==> config.mk <==
export PLATFORM = sky130hd
export DESIGN_NAME = rf_writeback_unit_flat
export DESIGN_NICKNAME = d
export VERILOG_FILES = /design/src/rtl/rf_writeback_unit_if.sv /design/src/rtl/rf_writeback_unit.sv /design/src/flat_wrapper.sv
export SDC_FILE = /design/constraint.sdc
export NUM_CORES = 1
export LEC_CHECK = 0
export CAP_MARGIN = 30
export CORE_MARGIN = 3
export CORE_UTILIZATION = 47
export CTS_CLUSTER_SIZE = 30
export DETAILED_ROUTE_END_ITERATION = 8
export PLACE_DENSITY = 0.85
export SYNTH_ARGS = -nofsm -noshare
export SYNTH_HDL_FRONTEND = slang
export SYNTH_SLANG_ARGS = --single-unit
==> constraint.sdc <==
create_clock -name i_clk -period 3.7 [get_ports i_clk]
set_input_delay 0.37 -clock i_clk [delete_from_list [all_inputs] [get_ports i_clk]]
set_output_delay 0.37 -clock i_clk [all_outputs]
set_load 0.01 [all_outputs]
==> src/rtl/rf_writeback_unit_if.sv <==
// ============================================================================
// Module      : rf_writeback_unit_if
// Description : Bundle of the handshake and register-file write-port signals
//               around rf_writeback_unit.
//               slave  - view taken by rf_writeback_unit
//               master - view taken by the surrounding core / testbench
//               Optional macro RF_WB_BYPASS_EN adds the read-forwarding
//               signals (ra1/ra2, rd1_in/rd2_in, rd1_fwd/rd2_fwd).
// Signals     : alu_valid/alu_rd/alu_wd/alu_ready   ALU result handshake
//               ld_issue/ld_issue_rd                load issue notification
//               lsu_valid/lsu_rd/lsu_wd/lsu_ready   load data handshake
//               a3/we3/wd3                          register file write port
//               pending                             outstanding-load bitmap
// Revision    : 1.0 - initial release
// ============================================================================
`default_nettype none

interface rf_writeback_unit_if;

    // ALU result stream
    logic        alu_valid;
    logic [4:0]  alu_rd;
    logic [31:0] alu_wd;
    logic        alu_ready;

    // Load issue notification from the LSU front end
    logic        ld_issue;
    logic [4:0]  ld_issue_rd;

    // Load data return stream
    logic        lsu_valid;
    logic [4:0]  lsu_rd;
    logic [31:0] lsu_wd;
    logic        lsu_ready;

    // Register file write port
    logic [4:0]  a3;
    logic        we3;
    logic [31:0] wd3;

    // Outstanding-load scoreboard for decode
    logic [31:0] pending;

`ifdef RF_WB_BYPASS_EN
    // Read forwarding around the register file
    logic [4:0]  ra1;
    logic [4:0]  ra2;
    logic [31:0] rd1_in;
    logic [31:0] rd2_in;
    logic [31:0] rd1_fwd;
    logic [31:0] rd2_fwd;
`endif

    modport slave (
`ifdef RF_WB_BYPASS_EN
        input  ra1, ra2, rd1_in, rd2_in,
        output rd1_fwd, rd2_fwd,
`endif
        input  alu_valid, alu_rd, alu_wd,
        output alu_ready,
        input  ld_issue, ld_issue_rd,
        input  lsu_valid, lsu_rd, lsu_wd,
        output lsu_ready,
        output a3, we3, wd3,
        output pending
    );

    modport master (
`ifdef RF_WB_BYPASS_EN
        output ra1, ra2, rd1_in, rd2_in,
        input  rd1_fwd, rd2_fwd,
`endif
        output alu_valid, alu_rd, alu_wd,
        input  alu_ready,
        output ld_issue, ld_issue_rd,
        output lsu_valid, lsu_rd, lsu_wd,
        input  lsu_ready,
        input  a3, we3, wd3,
        input  pending
    );

endinterface

`default_nettype wire

==> src/rtl/rf_writeback_unit.sv <==
// ============================================================================
// Module      : rf_writeback_unit
// Description : Write-side companion of the 32x32 register file and sole
//               driver of its write port. ALU results are buffered in a small
//               FIFO and always have priority; load data from the LSU is
//               written straight through (zero latency) whenever the FIFO is
//               empty. A pending-load scoreboard tells decode which registers
//               still await load data, and blocks ALU results targeting such
//               a register so writes to one rd always retire in order.
// Parameters  : FIFO_DEPTH - ALU result FIFO entries (power of two, >= 2)
// Ports       : i_clk   - core clock, rising edge
//               i_rst_n - asynchronous active-low reset
//               wb      - rf_writeback_unit_if.slave bundle:
//                         ALU handshake, load issue, LSU handshake,
//                         register file write port (a3/we3/wd3), pending
// Options     : RF_WB_BYPASS_EN - when defined, adds same-cycle
//               write-to-read forwarding (ra1/ra2, rd1_in/rd2_in ->
//               rd1_fwd/rd2_fwd). When undefined those signals are absent.
// Revision    : 1.0 - initial release
// ============================================================================
`default_nettype none

module rf_writeback_unit #(
    parameter int FIFO_DEPTH = 2
) (
    input  wire logic          i_clk,
    input  wire logic          i_rst_n,
    rf_writeback_unit_if.slave wb
);

    // ------------------------------------------------------------------------
    // Constants
    // ------------------------------------------------------------------------
    localparam int c_PTR_W = (FIFO_DEPTH > 1) ? $clog2(FIFO_DEPTH) : 1;
    localparam int c_CNT_W = c_PTR_W + 1;

    localparam logic [c_CNT_W-1:0] c_CNT_FULL = c_CNT_W'(FIFO_DEPTH);
    localparam logic [c_PTR_W-1:0] c_PTR_ONE  = c_PTR_W'(1);
    localparam logic [c_CNT_W-1:0] c_CNT_ONE  = c_CNT_W'(1);

    // ------------------------------------------------------------------------
    // ALU result FIFO state
    // ------------------------------------------------------------------------
    logic [4:0]         r_fifo_rd [FIFO_DEPTH];
    logic [31:0]        r_fifo_wd [FIFO_DEPTH];
    logic [c_PTR_W-1:0] r_wr_ptr;
    logic [c_PTR_W-1:0] r_rd_ptr;
    logic [c_CNT_W-1:0] r_count;
    logic [c_CNT_W-1:0] w_count_nxt;

    // ------------------------------------------------------------------------
    // Scoreboard state
    // ------------------------------------------------------------------------
    logic [31:0] r_pending;
    logic [31:0] w_pend_set;
    logic [31:0] w_pend_clr;
    logic [31:0] w_pending_nxt;

    // ------------------------------------------------------------------------
    // Handshake / write-port wires
    // ------------------------------------------------------------------------
    logic        w_fifo_empty;
    logic        w_fifo_full;
    logic        w_alu_rd_pending;
    logic        w_alu_ready;
    logic        w_lsu_ready;
    logic        w_push;
    logic        w_pop;
    logic        w_lsu_accept;
    logic [4:0]  w_head_rd;
    logic [31:0] w_head_wd;
    logic [4:0]  w_a3;
    logic        w_we3;
    logic [31:0] w_wd3;

    // ------------------------------------------------------------------------
    // Handshake decisions
    // ------------------------------------------------------------------------
    assign w_fifo_empty = (r_count == '0);
    assign w_fifo_full  = (r_count == c_CNT_FULL);

    // An ALU result for a register with a load still in flight must wait:
    // letting it through would allow the older load to overwrite it later.
    assign w_alu_rd_pending = r_pending[wb.alu_rd] & (wb.alu_rd != 5'd0);

    // Readies are forced low while reset is asserted. The full check uses the
    // registered occupancy only, so a full FIFO blocks for a cycle even when
    // its head drains in that same cycle (no ready-from-pop path).
    assign w_alu_ready  = i_rst_n & ~w_fifo_full & ~w_alu_rd_pending;
    assign w_lsu_ready  = i_rst_n & w_fifo_empty;

    assign w_push       = wb.alu_valid & w_alu_ready;
    // The head is written every cycle it exists, so it always pops.
    assign w_pop        = ~w_fifo_empty;
    assign w_lsu_accept = wb.lsu_valid & w_lsu_ready;

    assign w_head_rd    = r_fifo_rd[r_rd_ptr];
    assign w_head_wd    = r_fifo_wd[r_rd_ptr];

    // ------------------------------------------------------------------------
    // Write-port select. FIFO head first; LSU only when the FIFO is empty.
    // x0 targets complete their handshake but never raise we3.
    // During reset the FIFO is empty and w_lsu_accept is low, so the port
    // idles at zero.
    // ------------------------------------------------------------------------
    always_comb begin
        w_a3  = 5'd0;
        w_we3 = 1'b0;
        w_wd3 = 32'd0;
        if (!w_fifo_empty) begin
            w_a3  = w_head_rd;
            w_wd3 = w_head_wd;
            w_we3 = (w_head_rd != 5'd0);
        end else if (w_lsu_accept) begin
            w_a3  = wb.lsu_rd;
            w_wd3 = wb.lsu_wd;
            w_we3 = (wb.lsu_rd != 5'd0);
        end
    end

    // ------------------------------------------------------------------------
    // FIFO occupancy
    // ------------------------------------------------------------------------
    always_comb begin
        w_count_nxt = r_count;
        unique case ({w_push, w_pop})
            2'b10:   w_count_nxt = r_count + c_CNT_ONE;
            2'b01:   w_count_nxt = r_count - c_CNT_ONE;
            default: w_count_nxt = r_count;   // idle, or push+pop balanced
        endcase
    end

    always_ff @(posedge i_clk or negedge i_rst_n) begin
        if (!i_rst_n) begin
            r_wr_ptr <= '0;
            r_rd_ptr <= '0;
            r_count  <= '0;
        end else begin
            // Depth is a power of two, so pointer wrap is natural overflow.
            if (w_push) begin
                r_wr_ptr <= r_wr_ptr + c_PTR_ONE;
            end
            if (w_pop) begin
                r_rd_ptr <= r_rd_ptr + c_PTR_ONE;
            end
            r_count <= w_count_nxt;
        end
    end

    // FIFO storage carries no reset: contents are only observed through the
    // occupancy count, which is reset.
    always_ff @(posedge i_clk) begin
        if (w_push) begin
            r_fifo_rd[r_wr_ptr] <= wb.alu_rd;
            r_fifo_wd[r_wr_ptr] <= wb.alu_wd;
        end
    end

    // ------------------------------------------------------------------------
    // Pending-load scoreboard. Clear is applied before set, so a new load
    // issued in the same cycle its predecessor returns keeps the bit high.
    // Bit 0 is masked off permanently.
    // ------------------------------------------------------------------------
    assign w_pend_set    = (wb.ld_issue && (wb.ld_issue_rd != 5'd0)) ?
                           (32'd1 << wb.ld_issue_rd) : 32'd0;
    assign w_pend_clr    = w_lsu_accept ? (32'd1 << wb.lsu_rd) : 32'd0;
    assign w_pending_nxt = ((r_pending & ~w_pend_clr) | w_pend_set) & ~32'd1;

    always_ff @(posedge i_clk or negedge i_rst_n) begin
        if (!i_rst_n) begin
            r_pending <= 32'd0;
        end else begin
            r_pending <= w_pending_nxt;
        end
    end

    // ------------------------------------------------------------------------
    // Outputs
    // ------------------------------------------------------------------------
    assign wb.alu_ready = w_alu_ready;
    assign wb.lsu_ready = w_lsu_ready;
    assign wb.a3        = w_a3;
    assign wb.we3       = w_we3;
    assign wb.wd3       = w_wd3;
    assign wb.pending   = r_pending;

`ifdef RF_WB_BYPASS_EN
    // ------------------------------------------------------------------------
    // Same-cycle write-to-read forwarding: a read of the register being
    // written this cycle sees the new value. x0 is never forwarded.
    // ------------------------------------------------------------------------
    assign wb.rd1_fwd = (w_we3 && (w_a3 == wb.ra1) && (wb.ra1 != 5'd0)) ?
                        w_wd3 : wb.rd1_in;
    assign wb.rd2_fwd = (w_we3 && (w_a3 == wb.ra2) && (wb.ra2 != 5'd0)) ?
                        w_wd3 : wb.rd2_in;
`endif

endmodule

`default_nettype wire

==> src/flat_wrapper.sv <==
// flat-port wrapper written by rule: the top's interface ports become plain ports
module rf_writeback_unit_flat 
#(
    parameter int FIFO_DEPTH = 2
)
  (i_clk, i_rst_n, wb_alu_valid, wb_alu_rd, wb_alu_wd, wb_alu_ready, wb_ld_issue, wb_ld_issue_rd, wb_lsu_valid, wb_lsu_rd, wb_lsu_wd, wb_lsu_ready, wb_a3, wb_we3, wb_wd3, wb_pending);
  rf_writeback_unit_if wb_i ();
  input  wire logic i_clk;
  input  wire logic i_rst_n;
  input wire logic [$bits(wb_i.alu_valid)-1:0] wb_alu_valid;
  input wire logic [$bits(wb_i.alu_rd)-1:0] wb_alu_rd;
  input wire logic [$bits(wb_i.alu_wd)-1:0] wb_alu_wd;
  output wire logic [$bits(wb_i.alu_ready)-1:0] wb_alu_ready;
  input wire logic [$bits(wb_i.ld_issue)-1:0] wb_ld_issue;
  input wire logic [$bits(wb_i.ld_issue_rd)-1:0] wb_ld_issue_rd;
  input wire logic [$bits(wb_i.lsu_valid)-1:0] wb_lsu_valid;
  input wire logic [$bits(wb_i.lsu_rd)-1:0] wb_lsu_rd;
  input wire logic [$bits(wb_i.lsu_wd)-1:0] wb_lsu_wd;
  output wire logic [$bits(wb_i.lsu_ready)-1:0] wb_lsu_ready;
  output wire logic [$bits(wb_i.a3)-1:0] wb_a3;
  output wire logic [$bits(wb_i.we3)-1:0] wb_we3;
  output wire logic [$bits(wb_i.wd3)-1:0] wb_wd3;
  output wire logic [$bits(wb_i.pending)-1:0] wb_pending;
  assign wb_i.alu_valid = wb_alu_valid;
  assign wb_i.alu_rd = wb_alu_rd;
  assign wb_i.alu_wd = wb_alu_wd;
  assign wb_alu_ready = wb_i.alu_ready;
  assign wb_i.ld_issue = wb_ld_issue;
  assign wb_i.ld_issue_rd = wb_ld_issue_rd;
  assign wb_i.lsu_valid = wb_lsu_valid;
  assign wb_i.lsu_rd = wb_lsu_rd;
  assign wb_i.lsu_wd = wb_lsu_wd;
  assign wb_lsu_ready = wb_i.lsu_ready;
  assign wb_a3 = wb_i.a3;
  assign wb_we3 = wb_i.we3;
  assign wb_wd3 = wb_i.wd3;
  assign wb_pending = wb_i.pending;
  rf_writeback_unit #(.FIFO_DEPTH(FIFO_DEPTH)) u_core (.i_clk(i_clk), .i_rst_n(i_rst_n), .wb(wb_i));
endmodule
==> reports/metrics.cfg, run 1 <==
[route]
antenna_left = 0
wl_per_cell_um = 19.72
dr.pass1.iters = 5
vias = 3934
drc = 0
wirelength_mm = 13.47
via_per_inst = 5.760
drtIter0Drc = 311

[place]
dp_hpwl_mm = 9.821
port_buffers = 154
globalplace.congestion = 0.9653
dpl.cell_count = 667

[critical_path]
reg2regPathDepth = 6
rrSetupSlack_ps = 1380
crit-reg2reg-launch = u_core.wb.pending[6]
start_kind = primary input
critPathKind = in -> out
crit_path_max_fanout = 9
end_kind = output pin
worstPathArrival_ps = 2810
rr_endpoint = u_core.r_fifo_rd[1][2]
crit_required_ps = 3330

[sta]
fin_setup_tns_ps = 0
skew_ps = 13.85
finalMaxSlewViolations = 0
fmax_mhz = 314.4
fin_crit_ps = 3181
grt_setup_unrepaired = no
min_period_over_period_pct = 85.96
max_slew.worst_pin.slew_ps = 935.4
slew_headroom_pct = 37.49
setup_viol = 0
hold_violations = 0

[synth]
synth_top_family_by_area = compound AO/OA/AOI/OAI gates
synth.distinct_cells = 47
syn_inst = 392
ys_ff_latch = 109
synth_mux_area_share_pct = 11.26
syn_nets = 477
synthesis.area_um2 = 4932
synth_edf_count = 74
synth_top_cell_by_area = edfxtp_1
synthTopCellsByArea = edfxtp_1, dfrtp_1, mux2i_1
seq_area_frac_synth_pct = 62.81
synthFlopType = edfxtp_1
async_reset_ff_share_pct = 32.11
syn_avg_cell_area_um2 = 12.58
yosys.area_share.xor_xnor_pct = 0.8879
synth_compound_area_share_pct = 12.53
yosys.area.top_type_share_pct = 45.05
synthSimpleGateAreaFrac_pct = 9.691
synth_warnings = 0
synthAdderAreaFrac_pct = 0.2537

[layout]
final_cell_mix = clkdlybuf4s50_1, edfxtp_1, o21ai_1
num-fill-cells = 735
seqCellArea_um2 = 3099
multi_input_area_um2 = 1743
drive_gt1_share_pct = 6.545
fin_nets = 630
final_util_pct = 68.39
final_common_cell = clkdlybuf4s50_1
finalNonFillerCells = 683
area_growth_syn_to_layout_pct = 38.66
antenna_cells = 0

[power_and_ir_drop]
p_leak_uw = 0.002430
fin_total_pwr_uw = 4200
p_per_area_nw_per_um2 = 614.1
ir_worst_vdd_v = 0.0004180

[global_routing]
grt_max_degree = 42
overflow = 0
grt_first_pass_wirelength_mm = 20.25
grt_antenna_before_repair = 0
grt_pass1_vias = 3978
grt_use_total_pct = 22.74

[clock_tree]
numCtsBuffers = 9
cts_setup_buffers = 0
cts_root_buf = clkbuf_8
clk-insertion-delay-late_ps = 370
htree_levels = 3
cts_tree = built
ctsHoldBuffers = 0
clkSlewWorstSetupHoldPaths_ps = 110
clockBufferDepth = 2
cts_sinks = 109
post_cts_resized = 0

[die]
ios = 156
die_area_um2 = 11760
rows = 36
die_w_um = 108.4
die_h_um = 108.4
coreArea_um2 = 10000
start_util_pct = 49.32

[status]
status = complete, no violations

[job]
max_cap_violations = 0

[min_path]
hold_path.class = in -> async

-- per-layer routing --
layer	track usage, %	vias to the layer above	share of wire, %
met2	38.13	217	51
met3	5.015	42	7.3
li1	-	1780	-
met4	10.28	0	2.7
met5	0	-	0
met1	28.18	1895	39
-- synthesized netlist by cell type, types with 4 or more instances --
| cell | number |
|---|---|
| mux2i_1 | 42 |
| inv_1 | 4 |
| xnor2_1 | 5 |
| nand3b_1 | 7 |
| edfxtp_1 | 74 |
| o21ai_0 | 28 |
| o31ai_1 | 7 |
| o21ai_1 | 65 |
| nor2_1 | 4 |
| nand2b_1 | 6 |
| buf_2 | 4 |
| nand2_1 | 48 |
| nand3_1 | 8 |
| dfrtp_1 | 35 |
| clkbuf_1 | 11 |
-- registers in the layout (all words and copies together), names as in the netlist --
register	cells
u_core.r_fifo_wd	64
u_core.wb.pending	31
u_core.r_fifo_rd	10
u_core.r_count	2
u_core.r_rd_ptr	1
u_core.r_wr_ptr	1
-- kinds of logic (layout without fill, tap and decap cells) --
logic type	Yosys count	after routing
buffers and inverters	26	184
AO/OA/AOI/OAI	109	109
adder cells (fa/ha/maj)	1	1
XOR/XNOR	5	5
other	1	1
multiplexers	48	48
flip-flops	109	109
AND/OR/NAND/NOR	93	93
-- stage by stage --
stage | setup WS, ps | area [um2] | hold slack (ps)
6_report | 519.4 | 6839 | 459.0
5_1_grt | 387.1 | 6839 | 515.1
4_1_cts | 522.2 | 6839 | 451.2
3_5_place_dp | 521.7 | 6649 | 528.3
3_3_place_gp | 599.2 | 6649 | 535.0
2_1_floorplan | 236.8 | 4932 | 74.41
-- critical path: stages --
cell and delay (ps):
clkdlybuf4s50_1 610, buf_4 230, mux4_2 510, nand2b_4 160, a31oi_4 160, o211a_1 200, clkdlybuf4s50_1 560
-- worst max-delay path by stage --
stage / depth (start not counted) / endpoint / slack [ps] / from
3_3_place_gp: 7 / wb_alu_ready / 600 / wb_alu_rd[0]
3_5_place_dp: 7 / wb_alu_ready / 520 / wb_alu_rd[0]
6_report: 7 / wb_alu_ready / 520 / wb_alu_rd[0]
4_1_cts: 7 / wb_alu_ready / 520 / wb_alu_rd[0]
2_1_floorplan: 6 / u_core.r_fifo_rd[0][0] / 240 / wb_alu_rd[0]
5_1_grt: 7 / wb_alu_ready / 390 / wb_alu_rd[0]
-- power by group --
group	internal [uW]	switching, uW	leakage, uW
clock network	262	432	0.0000969
registers	1520	165	0.00108
logic	981	844	0.00125
total	2760	1440	0.00243
-- final cells by class --
cell class              instances  share of cell area, %
clock buffers                   9                  1.811
inverters                       5                 0.2744
well taps                     133                  2.433
multi-input cells             257                  25.48
flip-flops and latches        109                  45.32
clock inverters                 7                 0.9696
repair buffers                163                  23.71
(Power assumes the default switching activity.)
==> inputs of run 2 (changes only) <==
--- a/config.mk
+++ b/config.mk
@@ -5,9 +5,13 @@
 export SDC_FILE = /design/constraint.sdc
 export NUM_CORES = 1
 export LEC_CHECK = 0
+export ABC_AREA = 1
+export ABC_CLOCK_PERIOD_IN_PS = 3700
 export CAP_MARGIN = 30
+export CELL_PAD_IN_SITES_DETAIL_PLACEMENT = 1
+export CELL_PAD_IN_SITES_GLOBAL_PLACEMENT = 2
 export CORE_MARGIN = 3
-export CORE_UTILIZATION = 47
+export CORE_UTILIZATION = 28
 export CTS_CLUSTER_SIZE = 30
 export DETAILED_ROUTE_END_ITERATION = 8
 export PLACE_DENSITY = 0.85
==> reports/metrics.cfg, run 2 <==
[clock_tree]
cts_tree = built  ; unchanged
cts_sinks = 109  ; unchanged
ctsHoldBuffers = 0  ; unchanged
clockBufferDepth = 2  ; unchanged
post_cts_resized = 0  ; unchanged
cts_setup_buffers = 0  ; unchanged
cts_root_buf = clkbuf_16  ; was clkbuf_8
htree_levels = 3  ; unchanged
clk-insertion-delay-late_ps = 350  ; was 370 ps
numCtsBuffers = 9  ; unchanged
clkSlewWorstSetupHoldPaths_ps = 70  ; was 110 ps

[die]
die_h_um = 139.8  ; was 108.4 um
start_util_pct = 28.79  ; was 49.32%
coreArea_um2 = 17420  ; was 10000 um2
die_w_um = 139.8  ; was 108.4 um
rows = 48  ; was 36
ios = 156  ; unchanged
die_area_um2 = 19550  ; was 11760 um2

[critical_path]
crit_required_ps = 3330  ; about the same
crit_slowest_cell = clkdlybuf4s50_1  ; unchanged
cp_cell_sequence = nor2_4 > inv_4 > nor2_4 > nand2_2 > clkinv_2 > nand2_2 > o21ai_0 > clkdlybuf4s50_1  ; was clkdlybuf4s50_1 > buf_4 > mux4_2 > nand2b_4 > a31oi_4 > o211a_1 > clkdlybuf4s50_1
cp.depth = 8  ; was 7
rr_endpoint = u_core.wb.pending[27]  ; was u_core.r_fifo_rd[1][2]
reg2regPathDepth = 8  ; was 6
crit_path_max_fanout = 37  ; was 9
crit-reg2reg-launch = u_core.r_count[0]  ; was u_core.wb.pending[6]
critPathKind = reg -> out  ; was in -> out
crit_buf_inv = 3  ; unchanged
startpoint = u_core.r_count[0]  ; was wb_alu_rd[0]
cp_slowest_stage_delay_ps = 510  ; was 610 ps
end_kind = output pin  ; unchanged
start_kind = register  ; was primary input
critPathCapture = wb_a3[4]  ; was wb_alu_ready
worstPathArrival_ps = 2820  ; was 2810 ps
rrSetupSlack_ps = 1470  ; was 1380 ps
critPathTopFamily = buffers and inverters  ; unchanged

[sta]
fin_crit_ps = 3188  ; was 3181 ps
setup_viol = 0  ; unchanged
fmax_mhz = 313.7  ; was 314.4 MHz
skew_ps = 7.775  ; was 13.85 ps
slew_headroom_pct = 58.42  ; was 37.49%
min_period_over_period_pct = 86.17  ; was 85.96%
finalMaxSlewViolations = 0  ; unchanged
hold_violations = 0  ; unchanged
grt_setup_unrepaired = no  ; unchanged
fin_setup_tns_ps = 0  ; unchanged
holdWs_ps = 491.7  ; was 459.0 ps
max_slew.worst_pin.slew_ps = 621.8  ; was 935.4 ps

[layout]
largest_register_ffs = 64  ; unchanged
num-fill-cells = 2003  ; was 735
regMostFlops = u_core.r_fifo_wd  ; unchanged
final_common_cell = clkdlybuf4s50_1  ; unchanged
fin_nets = 761  ; was 630
area_growth_syn_to_layout_pct = 40.82  ; was 38.66%
antenna_cells = 0  ; unchanged
drive_gt1_share_pct = 4.552  ; was 6.545%
final_cell_mix = clkdlybuf4s50_1, nand2_1, o21ai_0  ; was clkdlybuf4s50_1, edfxtp_1, o21ai_1

[global_routing]
grt_pass1_vias = 4798  ; was 3978
grt_max_degree = 38  ; was 42
overflow = 0  ; unchanged
grtUsageMet3_pct = 3.368  ; was 5.015%
grt_first_pass_wirelength_mm = 26.90  ; was 20.25 mm
grt_antenna_before_repair = 0  ; unchanged
grt_use_total_pct = 17.48  ; was 22.74%
gr-max-usage-layer = met2  ; unchanged
use_met2_pct = 28.77  ; was 38.13%
met1_usage_pct = 23.76  ; was 28.18%

[synth]
async_reset_ff_share_pct = 32.11  ; unchanged
syn_nets = 613  ; was 477
synth_mux_area_share_pct = 0.3992  ; was 11.26%
synth.distinct_cells = 30  ; was 47
synth_top_cell_by_area = edfxtp_1  ; unchanged
yosys.area_share.xor_xnor_pct = 0.5240  ; was 0.8879%
synth_warnings = 0  ; unchanged
synth_top_cells_by_count = nand2_1, o21ai_0, edfxtp_1  ; was edfxtp_1, o21ai_1, nand2_1
seq_area_frac_synth_pct = 61.78  ; was 62.81%
synth_compound_area_share_pct = 13.92  ; was 12.53%
synth_edf_count = 74  ; unchanged
synthesis.area_um2 = 5015  ; was 4932 um2
synthSimpleGateAreaFrac_pct = 17.49  ; was 9.691%
synthFlopType = edfxtp_1  ; unchanged
synthTopCellsByArea = edfxtp_1, dfrtp_1, o21ai_0  ; was edfxtp_1, dfrtp_1, mux2i_1
yosys.area.top_type_share_pct = 44.31  ; was 45.05%
syn_inst = 528  ; was 392
synthAdderAreaFrac_pct = 0.2495  ; was 0.2537%
synth_top_family_by_area = simple AND/OR/NAND/NOR gates  ; was compound AO/OA/AOI/OAI gates
syn_avg_cell_area_um2 = 9.498  ; was 12.58 um2
ys_ff_latch = 109  ; unchanged

[place]
port_buffers = 154  ; unchanged
globalplace.congestion = 0.8554  ; was 0.9653
dp_hpwl_mm = 12.72  ; was 9.821 mm

[power_and_ir_drop]
internal-power_uw = 2912  ; was 2759 uW
p_per_area_nw_per_um2 = 642.4  ; was 614.1 nW/um2
p_clk_share_pct = 20.1  ; was 16.5%
seq_power_share_pct = 36.8  ; was 40.0%
p_leak_uw = 0.002607  ; was 0.002430 uW
switching_share_pct = 35.82  ; was 34.29%
p_sw_uw = 1625  ; was 1440 uW
comb_power_share_pct = 43.1  ; was 43.5%
ir_worst_vdd_v = 0.0003062  ; was 0.0004180 V

[route]
drtIter0Drc = 340  ; was 311
antenna_left = 0  ; unchanged
dr.pass1.iters = 4  ; was 5
drc = 0  ; unchanged
wl_per_cell_um = 18.91  ; was 19.72 um
vias = 4493  ; was 3934
wirelength_mm = 17.13  ; was 13.47 mm
via_per_inst = 4.959  ; was 5.760

[status]
status = complete, no violations  ; unchanged

[job]
max_cap_violations = 0  ; unchanged

[min_path]
hold_path.class = reg -> reg  ; was in -> async

run 2: worst min path at each step:
stage | to | slack (ps) | cells past startpoint | startpoint
final | u_core.r_wr_ptr | 490 | 2 | u_core.r_wr_ptr
after global routing | u_core.r_wr_ptr | 530 | 2 | u_core.r_wr_ptr
after CTS | u_core.r_wr_ptr | 500 | 2 | u_core.r_wr_ptr
after detailed placement | u_core.r_wr_ptr | 480 | 2 | u_core.r_wr_ptr
after global placement | u_core.r_wr_ptr | 450 | 2 | u_core.r_wr_ptr
after floorplan | u_core.r_count[0] | 70 | 0 | i_rst_n
run 2: metal layers:
metal,vias to the layer above,share of wire (%)
met3,16,5.7
met1,2195,47
li1,2109,-
met2,173,46
met5,-,0
met4,0,1.4
run 2: stage by stage:
| step | util [%] | instance area [um2] | power [uW] | setup slack, ps | std cells |
|---|---|---|---|---|---|
| 6_report | 40.55 | 7062 | 4537 | 511.9 | 906 |
| 2_1_floorplan | - | 5015 | 2515 | 441.3 | 528 |
| 3_3_place_gp | 38.97 | 6788 | 3632 | 708.1 | 890 |
| 4_1_cts | 40.55 | 7062 | 4594 | 435.8 | 906 |
| 3_5_place_dp | 38.97 | 6788 | 3670 | 702.6 | 890 |
| 5_1_grt | 40.55 | 7062 | 4829 | 230.7 | 906 |
run 2: cell families (layout without fill, tap and decap cells):
group,Yosys count,in the layout
AND/OR/NAND/NOR,207,207
AO/OA/AOI/OAI,138,138
flip-flops,109,109
buffers and inverters,67,220
XOR/XNOR,3,3
multiplexers,2,2
adder cells (fa/ha/maj),1,1
other,1,1
run 2: power by group through the flow:
stage	combinational, uW	sequential [uW]	clock, uW
global placement	1950	1680	0
detailed placement	1980	1690	0
CTS	1990	1670	938
global route	2150	1690	985
floorplan	848	1670	0
finish	1960	1670	913
run 2: final cells by class:
class	instances	area [um2]	share of cell area, %
Clock buffer	10	229.0	3.242
Timing Repair Buffer	162	1602	22.68
Inverter	42	161.4	2.286
Tap cell	225	281.5	3.987
Clock inverter	6	45.04	0.6378
Multi-Input combinational cell	352	1645	23.30
Sequential cell	109	3098	43.87
run 2: tightest hold or removal path, stage by stage, from the launching register on:
cell and delay (ps):
dfrtp_1 360, nand2_1 60, nand2_1 50
